**src/rtl/fetch_stage.sv**
```systemverilog
`default_nettype none
// ============================================================================
// Module   : fetch_stage
// Purpose  : LEGv8 instruction-fetch stage: PC, req/ack imem port, IF/ID
//            register, branch redirect with wrong-path flush, stall hold.
// Options  : FETCH_ALIGN_CHECK_EN enables the sticky misaligned-target flag.
// Revision : 1.0  initial release
// ============================================================================
module fetch_stage #(
    parameter int              AW        = 64,
    parameter logic [AW-1:0]   RESET_PC  = '0,
    parameter logic [31:0]     NOP_INSTR = 32'hD503201F
) (
    input  logic          clk,
    input  logic          reset_n,
    input  logic          stall_i,
    input  logic          br_taken_i,
    input  logic          uncond_br_i,
    input  logic          br_reg_i,
    input  logic [AW-1:0] br_pc_i,
    input  logic [31:0]   br_instr_i,
    input  logic [AW-1:0] br_reg_val_i,
    output logic          imem_req_o,
    output logic [AW-1:0] imem_addr_o,
    input  logic          imem_ack_i,
    input  logic [31:0]   imem_rdata_i,
    output logic [31:0]   instr_o,
    output logic [AW-1:0] pc_o,
    output logic          valid_o,
    output logic          misalign_o
);

    typedef enum logic [1:0] {
        S_IDLE    = 2'd0,
        S_FETCH   = 2'd1,
        S_HOLD    = 2'd2,
        S_DISCARD = 2'd3
    } state_t;

    localparam logic [AW-1:0] C_PC_INC     = AW'(4);
    localparam logic [AW-1:0] C_ALIGN_MASK = ~AW'(3);

    state_t        state_q, state_d;
    logic [AW-1:0] pc_q, pc_d;
    logic [31:0]   instr_q, instr_d;
    logic [AW-1:0] ifpc_q, ifpc_d;
    logic          valid_q, valid_d;
    logic [31:0]   hold_instr_q, hold_instr_d;
    logic [AW-1:0] hold_pc_q, hold_pc_d;
    logic [AW-1:0] disc_addr_q, disc_addr_d;

    logic          redirect;
    logic [AW-1:0] br_offset;
    logic [AW-1:0] target_raw;
    logic [AW-1:0] target_pc;
    logic          unused_instr_bits;

    assign unused_instr_bits = ^{br_instr_i[31:26], br_instr_i[4:0]};

    assign redirect = br_reg_i | br_taken_i;

    always_comb begin
        if (uncond_br_i) begin
            br_offset = {{(AW-28){br_instr_i[25]}}, br_instr_i[25:0], 2'b00};
        end else begin
            br_offset = {{(AW-21){br_instr_i[23]}}, br_instr_i[23:5], 2'b00};
        end
    end

    assign target_raw = br_reg_i ? br_reg_val_i : (br_pc_i + br_offset);
    assign target_pc  = target_raw & C_ALIGN_MASK;

    always_ff @(posedge clk or negedge reset_n) begin
        if (!reset_n) begin
            state_q      <= S_IDLE;
            pc_q         <= RESET_PC;
            instr_q      <= NOP_INSTR;
            ifpc_q       <= '0;
            valid_q      <= 1'b0;
            hold_instr_q <= '0;
            hold_pc_q    <= '0;
            disc_addr_q  <= '0;
        end else begin
            state_q      <= state_d;
            pc_q         <= pc_d;
            instr_q      <= instr_d;
            ifpc_q       <= ifpc_d;
            valid_q      <= valid_d;
            hold_instr_q <= hold_instr_d;
            hold_pc_q    <= hold_pc_d;
            disc_addr_q  <= disc_addr_d;
        end
    end

    always_comb begin
        state_d      = state_q;
        pc_d         = pc_q;
        instr_d      = instr_q;
        ifpc_d       = ifpc_q;
        valid_d      = valid_q;
        hold_instr_d = hold_instr_q;
        hold_pc_d    = hold_pc_q;
        disc_addr_d  = disc_addr_q;

        if (redirect) begin
            pc_d    = target_pc;
            valid_d = 1'b0;
            instr_d = NOP_INSTR;
            case (state_q)
                S_FETCH: begin
                    // An unacked request is still in flight; its data must be swallowed.
                    if (!imem_ack_i) begin
                        state_d     = S_DISCARD;
                        disc_addr_d = pc_q;
                    end
                end
                S_DISCARD: begin
                    if (imem_ack_i) begin
                        state_d = S_FETCH;
                    end
                end
                default: state_d = S_FETCH;
            endcase
        end else begin
            case (state_q)
                S_IDLE: state_d = S_FETCH;
                S_FETCH: begin
                    if (imem_ack_i) begin
                        pc_d = pc_q + C_PC_INC;
                        if (stall_i) begin
                            hold_instr_d = imem_rdata_i;
                            hold_pc_d    = pc_q;
                            state_d      = S_HOLD;
                        end else begin
                            instr_d = imem_rdata_i;
                            ifpc_d  = pc_q;
                            valid_d = 1'b1;
                        end
                    end else if (!stall_i) begin
                        valid_d = 1'b0;
                        instr_d = NOP_INSTR;
                    end
                end
                S_HOLD: begin
                    if (!stall_i) begin
                        instr_d = hold_instr_q;
                        ifpc_d  = hold_pc_q;
                        valid_d = 1'b1;
                        state_d = S_FETCH;
                    end
                end
                S_DISCARD: begin
                    if (imem_ack_i) begin
                        state_d = S_FETCH;
                    end
                end
                default: state_d = S_IDLE;
            endcase
        end
    end

`ifdef FETCH_ALIGN_CHECK_EN
    logic misalign_q;

    always_ff @(posedge clk or negedge reset_n) begin
        if (!reset_n) begin
            misalign_q <= 1'b0;
        end else if (redirect && (target_raw[1:0] != 2'b00)) begin
            misalign_q <= 1'b1;
        end
    end

    assign misalign_o = misalign_q;
`else
    assign misalign_o = 1'b0;
`endif

    assign imem_req_o  = (state_q == S_FETCH) || (state_q == S_DISCARD);
    assign imem_addr_o = (state_q == S_DISCARD) ? disc_addr_q : pc_q;
    assign instr_o     = instr_q;
    assign pc_o        = ifpc_q;
    assign valid_o     = valid_q;

endmodule
`default_nettype wire
```
**config.mk**
```make
export PLATFORM = sky130hd
export DESIGN_NAME = fetch_stage
export DESIGN_NICKNAME = d
export VERILOG_FILES = /design/src/rtl/fetch_stage.sv
export SDC_FILE = /design/constraint.sdc
export NUM_CORES = 1
export LEC_CHECK = 0
export ABC_AREA = 0
export ABC_CLOCK_PERIOD_IN_PS = 3200
export BUFFER_PORTS_ARGS = -buffer_cell sky130_fd_sc_hd__buf_2
export CAP_MARGIN = 0
export CORE_ASPECT_RATIO = 1.2
export CORE_UTILIZATION = 58
export CTS_BUF_LIST = sky130_fd_sc_hd__clkbuf_2
export CTS_CLUSTER_SIZE = 24
export DETAILED_ROUTE_END_ITERATION = 10
export PLACE_DENSITY = 0.79
export SLEW_MARGIN = 20
export SYNTH_ARGS = -nofsm -noshare
export SYNTH_HDL_FRONTEND = slang
export SYNTH_SLANG_ARGS = --single-unit
```
**constraint.sdc**
```tcl
create_clock -name clk -period 3.2 [get_ports clk]
set_input_delay 0.96 -clock clk [delete_from_list [all_inputs] [get_ports clk]]
set_output_delay 0.96 -clock clk [all_outputs]
set_load 0.02 [all_outputs]
```
# Yosys cells after proc, flatten, opt, wreduce, memory -nomap -nowiden
# Cells that the tools add are included.
# totals
out_inout_bits	163
reg_bits	323
elab_cells	67
inputBits	199
# op_classes
n_eq_ne	12
bitwise_logic	3
n_reduce_logical	13
addsub	2
muxes	29
# op_table
op	count
two-way mux 64 bit	9
two-way mux 32 bit	5
one-hot mux 64 bit (2 select lines)	1
adder 64 x 3 -> 64 bit, second input constant	1
adder 64 bit	1
one-hot mux 32 bit (2 select lines)	1
inequality test 3 bit, second input constant	5
two-way mux 2 bit	6
one-hot mux 2 bit (4 select lines)	1
AND reduction 4 bit	2
inequality test 2 bit, second input constant	3
AND reduction 3 bit	2
nonzero test 2 bit	3
AND reduction 5 bit	1
== test 2 bit, second input constant	2
two-way mux 1 bit	4
inequality test 4 bit, second input constant	1
one-hot mux 2 bit (2 select lines)	1
AND reduction 2 bit	2
nonzero test 3 bit	1
== test 2 x 1 -> 1 bit, second input constant	1
zero test 2 bit	1
inverter 1 bit	2
one-hot mux 1 bit (2 select lines)	1
other kinds (2)	2

# Logic depth before layout (Yosys ltp)
# depth
ltp_word	4
ltp_mapped	17
ltp_nobuf	14

# Worst setup path after synthesis
# No wires, ideal clock.
# synth_timing
path_type	input -> register
start	in uncond_br_i
end	reg pc_q[54]
setup_slack_ns	-1.454
stages	15
t_arrival_ns	4.568
required_ns	3.114
n_path_buf	1
setup_ns	0.086
cell_sequence	clkbuf_1 > nand2b_1 > nand2_1 > ha_1 > a21o_1 > a21o_1 > a21oi_1 > o211ai_1 > a32o_1 > nor3_2 > o21ai_2 > a31oi_2 > xnor2_1 > a21oi_1 > nor3_1
# synth_between
elab_chain_len	4
# synth_lines
element	line_no	source
start, declared	18	input logic uncond_br_i,
two-way mux 64 bit	63	if (uncond_br_i) begin
adder 64 bit	70	assign target_raw = br_reg_i ? br_reg_val_i : (br_pc_i + br_offset);
two-way mux 64 bit	70	
two-way mux 64 bit	105	if (redirect) begin
end signal, assigned	85	pc_q <= pc_d;
end, declared	44	logic [AW-1:0] pc_q, pc_d;
# Every way passes these cells.
# A chain may end at the register's enable or synchronous reset.

# Worst setup path in the final report
# layout_timing
start	in uncond_br_i
end	reg pc_q[52]
# Same word-level chain as after synthesis.

==> out/qor.yml <==
drv_slew: 0
finalHoldViolations: 0
cts-root-buf: "clkbuf_2"
path_cells: "buf_12, mux2_4, ha_4, fa_2, a21o_1, a221o_2, a211oi_4, nor4_4, a32o_2, o31ai_4, buf_4, a21oi_2, xnor2_1, nand2_1, o21ai_0, a31oi_1"
fp.coreArea_um2: 32300
status: "finished with violations"
start_kind: "primary input"
hold_path.class: "primary input to flop"
drt_drc_violations_left: 0
numCtsBuffers: 72
fin_area_um2: 25300
fin_ws_ns: -0.248
wl_per_cell_um: 20.8
vias_per_cell: 6.02
setup_viol: 65
cp-end-kind: "flop"
synth_top_area_share: 0.398
worst_pin_slew_ns: 1.01
syn_inst: 1976
fmax_mhz: 290
grt_max_degree: 88
start_util: 0.588
finalCriticalPeriod_ns: 3.45
avgSynthCellArea_um2: 9.60
period_share: 1.08
cts_tree: "built"
crit_fanout: 5
ys_seq_area_frac: 0.416
die_h_um: 200
synth_async_sr_flop_share: 1.00
post_synth_main_area_contributors: "dfrtp_1, mux2_2, a21oi_1"
critical_path_required_ns: 3.97
clk_pin_slew_ns: 0.11
synth.distinct_cells: 74
cts_sinks: 315
htreeDepth: 3
max_cap_violations: 0
irDropWorstVdd_uv: 392
grt.total_usage: 0.361
antenna_found_initial: 2
dr.first_iter.drc_count: 1417
grt_overflow: 0
violations: "setup timing"
placementRows: 72
crit_type: "primary input to flop"
final_nets: 2858
powerDensity_nw_per_um2: 740
netlist_area_um2: 19000
p_leak_nw: 11.8
io_buffers: 346
yosys-top-cells-count: "dfrtp_1, mux2_2, a21oi_1, nor2_1, nand2_1"
area_growth_pct: 33.2
synthFlopType: "dfrtp_1"
grt_pass1_vias: 17900
first_pass_iters: 7
drive_gt1_frac: 0.432
grt_pass1_wl_um: 94600
crit_path_top_delay_cell: "a221o_2"
vias: 18300
clock_skew_ns: 0.0540
grt_setup_unrepaired: "yes"
dp_hpwl_um: 44400
postRouteAntennaNets: 0
ys_seq_elements: 315
boundaryPins: 362
synth_edf_count: 0
yosysMostFrequentCell: "dfrtp_1"
synth_warnings: 0
insertion_delay_ns: 0.90
place_congestion: 0.946
dieArea_um2: 33400
worstPathArrival_ns: 4.22
slowest_delay_ns: 0.42
wl_um: 63400
utilization: 0.784
yosys.area.top_type: "dfrtp_1"
placed_cell_area_um2: 23300
slew_headroom: 0.328
max-clock-path-buffers: 3
die_w_um: 167
report_power, final:
part | switching (mW) | internal [mW] | total (mW)
clock | 1.59 | 0.933 | 2.52
combinational | 5.02 | 4.62 | 9.64
sequential | 1.04 | 5.50 | 6.54
total | 7.64 | 11.1 | 18.7
registers in the layout, indices dropped and copies added, names as in the netlist:
signal and flops:
pc_o 62, disc_addr_q 62, state_q 2, pc_q 62
valid_o 1, instr_o 32, hold_pc_q 62, hold_instr_q 32
through the flow:
stage	hold WS (ns)	std cells	total power, mW	setup TNS [ns]	setup slack, ns
2_1_floorplan	0.450	1980	11.3	-27.78	-0.945
3_3_place_gp	0.461	2898	14.1	-46.06	-1.16
3_5_place_dp	0.472	2898	14.4	-49.35	-1.23
4_1_cts	0.263	3025	17.5	-4.89	-0.130
5_1_grt	0.267	3041	19.6	-9.94	-0.292
6_report	0.311	3041	18.7	-3.95	-0.248
critical path: cells and delay by family:
| kind | cells | cell delay (ns) |
|---|---|---|
| fa+ha+maj | 2 | 0.51 |
| mux | 1 | 0.31 |
| buf+inv | 2 | 0.27 |
| xor+xnor | 1 | 0.25 |
| compound gates | 8 | 1.74 |
| simple gates | 2 | 0.17 |
logic make-up (layout without fill, tap and decap cells):
| logic type | after synthesis | after routing | share of synthesized area |
|---|---|---|---|
| XOR/XNOR | 89 | 89 | 0.0411 |
| other | 1 | 6 | 0.000198 |
| flip-flops | 315 | 315 | 0.416 |
| multiplexers | 298 | 298 | 0.172 |
| adder cells (fa/ha/maj) | 67 | 67 | 0.0446 |
| AO/OA/AOI/OAI | 512 | 512 | 0.166 |
| AND/OR/NAND/NOR | 520 | 520 | 0.123 |
| buffers and inverters | 174 | 827 | 0.0361 |
final cells by class:
class,count,area [µm²]
timing repair buffer,678,4910
antenna,1,2.50
clock inverter,10,63.8
inverter,34,128
sequential,315,7900
multi-input combinational,1491,11200
tap,407,509
clock buffer,105,526
fill,2189,6980
placed cells by master, fill, tap and decap left out, drive strengths merged, types with 6 or more instances in the layout:
master  synthesis  routed
a211oi         34      34
a21o           27      27
a21oi         203     203
a22oi          32      32
a31oi          32      32
and2            8       8
and3           20      20
buf            29     671
clkbuf        111     111
clkinv          0       7
dfrtp         302     302
dfstp          13      13
ha             66      66
inv            34      36
mux2          220     220
mux2i          78      78
nand2         151     151
nand3          48      48
nand4          24      24
nor2          195     195
nor2b          10      10
nor3           28      28
nor4           11      11
o21a            6       6
o21ai         101     101
o21bai         13      13
o22ai          15      15
o31ai           6       6
or2             6       6
or3             7       7
xnor2          56      56
xor2           33      33
routing by layer:
layer  global-route usage  vias to the layer above  routed length [µm]
met5                    0                        -                  12
met4                0.152                        2                2610
met3               0.0522                      179                4810
met2                0.604                      922               30400
met1                0.471                     8843               25500
li1                     -                     8355                   -
path summary, 6_finish.rpt:
path                              endpoint              from  slack [ns]  cells past startpoint
min in group asynchronous  hold_instr_q[1]           reset_n        0.59                      2
max in group asynchronous       state_q[0]           reset_n        1.77                      3
min                               pc_q[60]  br_reg_val_i[60]        0.31                      3
min reg2reg                  hold_pc_q[23]     hold_pc_q[23]        0.49                      2
max                               pc_q[52]       uncond_br_i       -0.25                     16
max reg2reg                       pc_q[63]          pc_q[17]        0.21                     10
timing repair:
item                                    CTS  global route
endpoints found under the setup margin   89            95
hold endpoints to repair                 44             0
gates cloned                              1             7
buffers inserted                         10            11
resized for setup                        92           174
pin swaps                                33            34
hold buffers                              1             0
No activity file was read; power rests on OpenSTA's default activity.
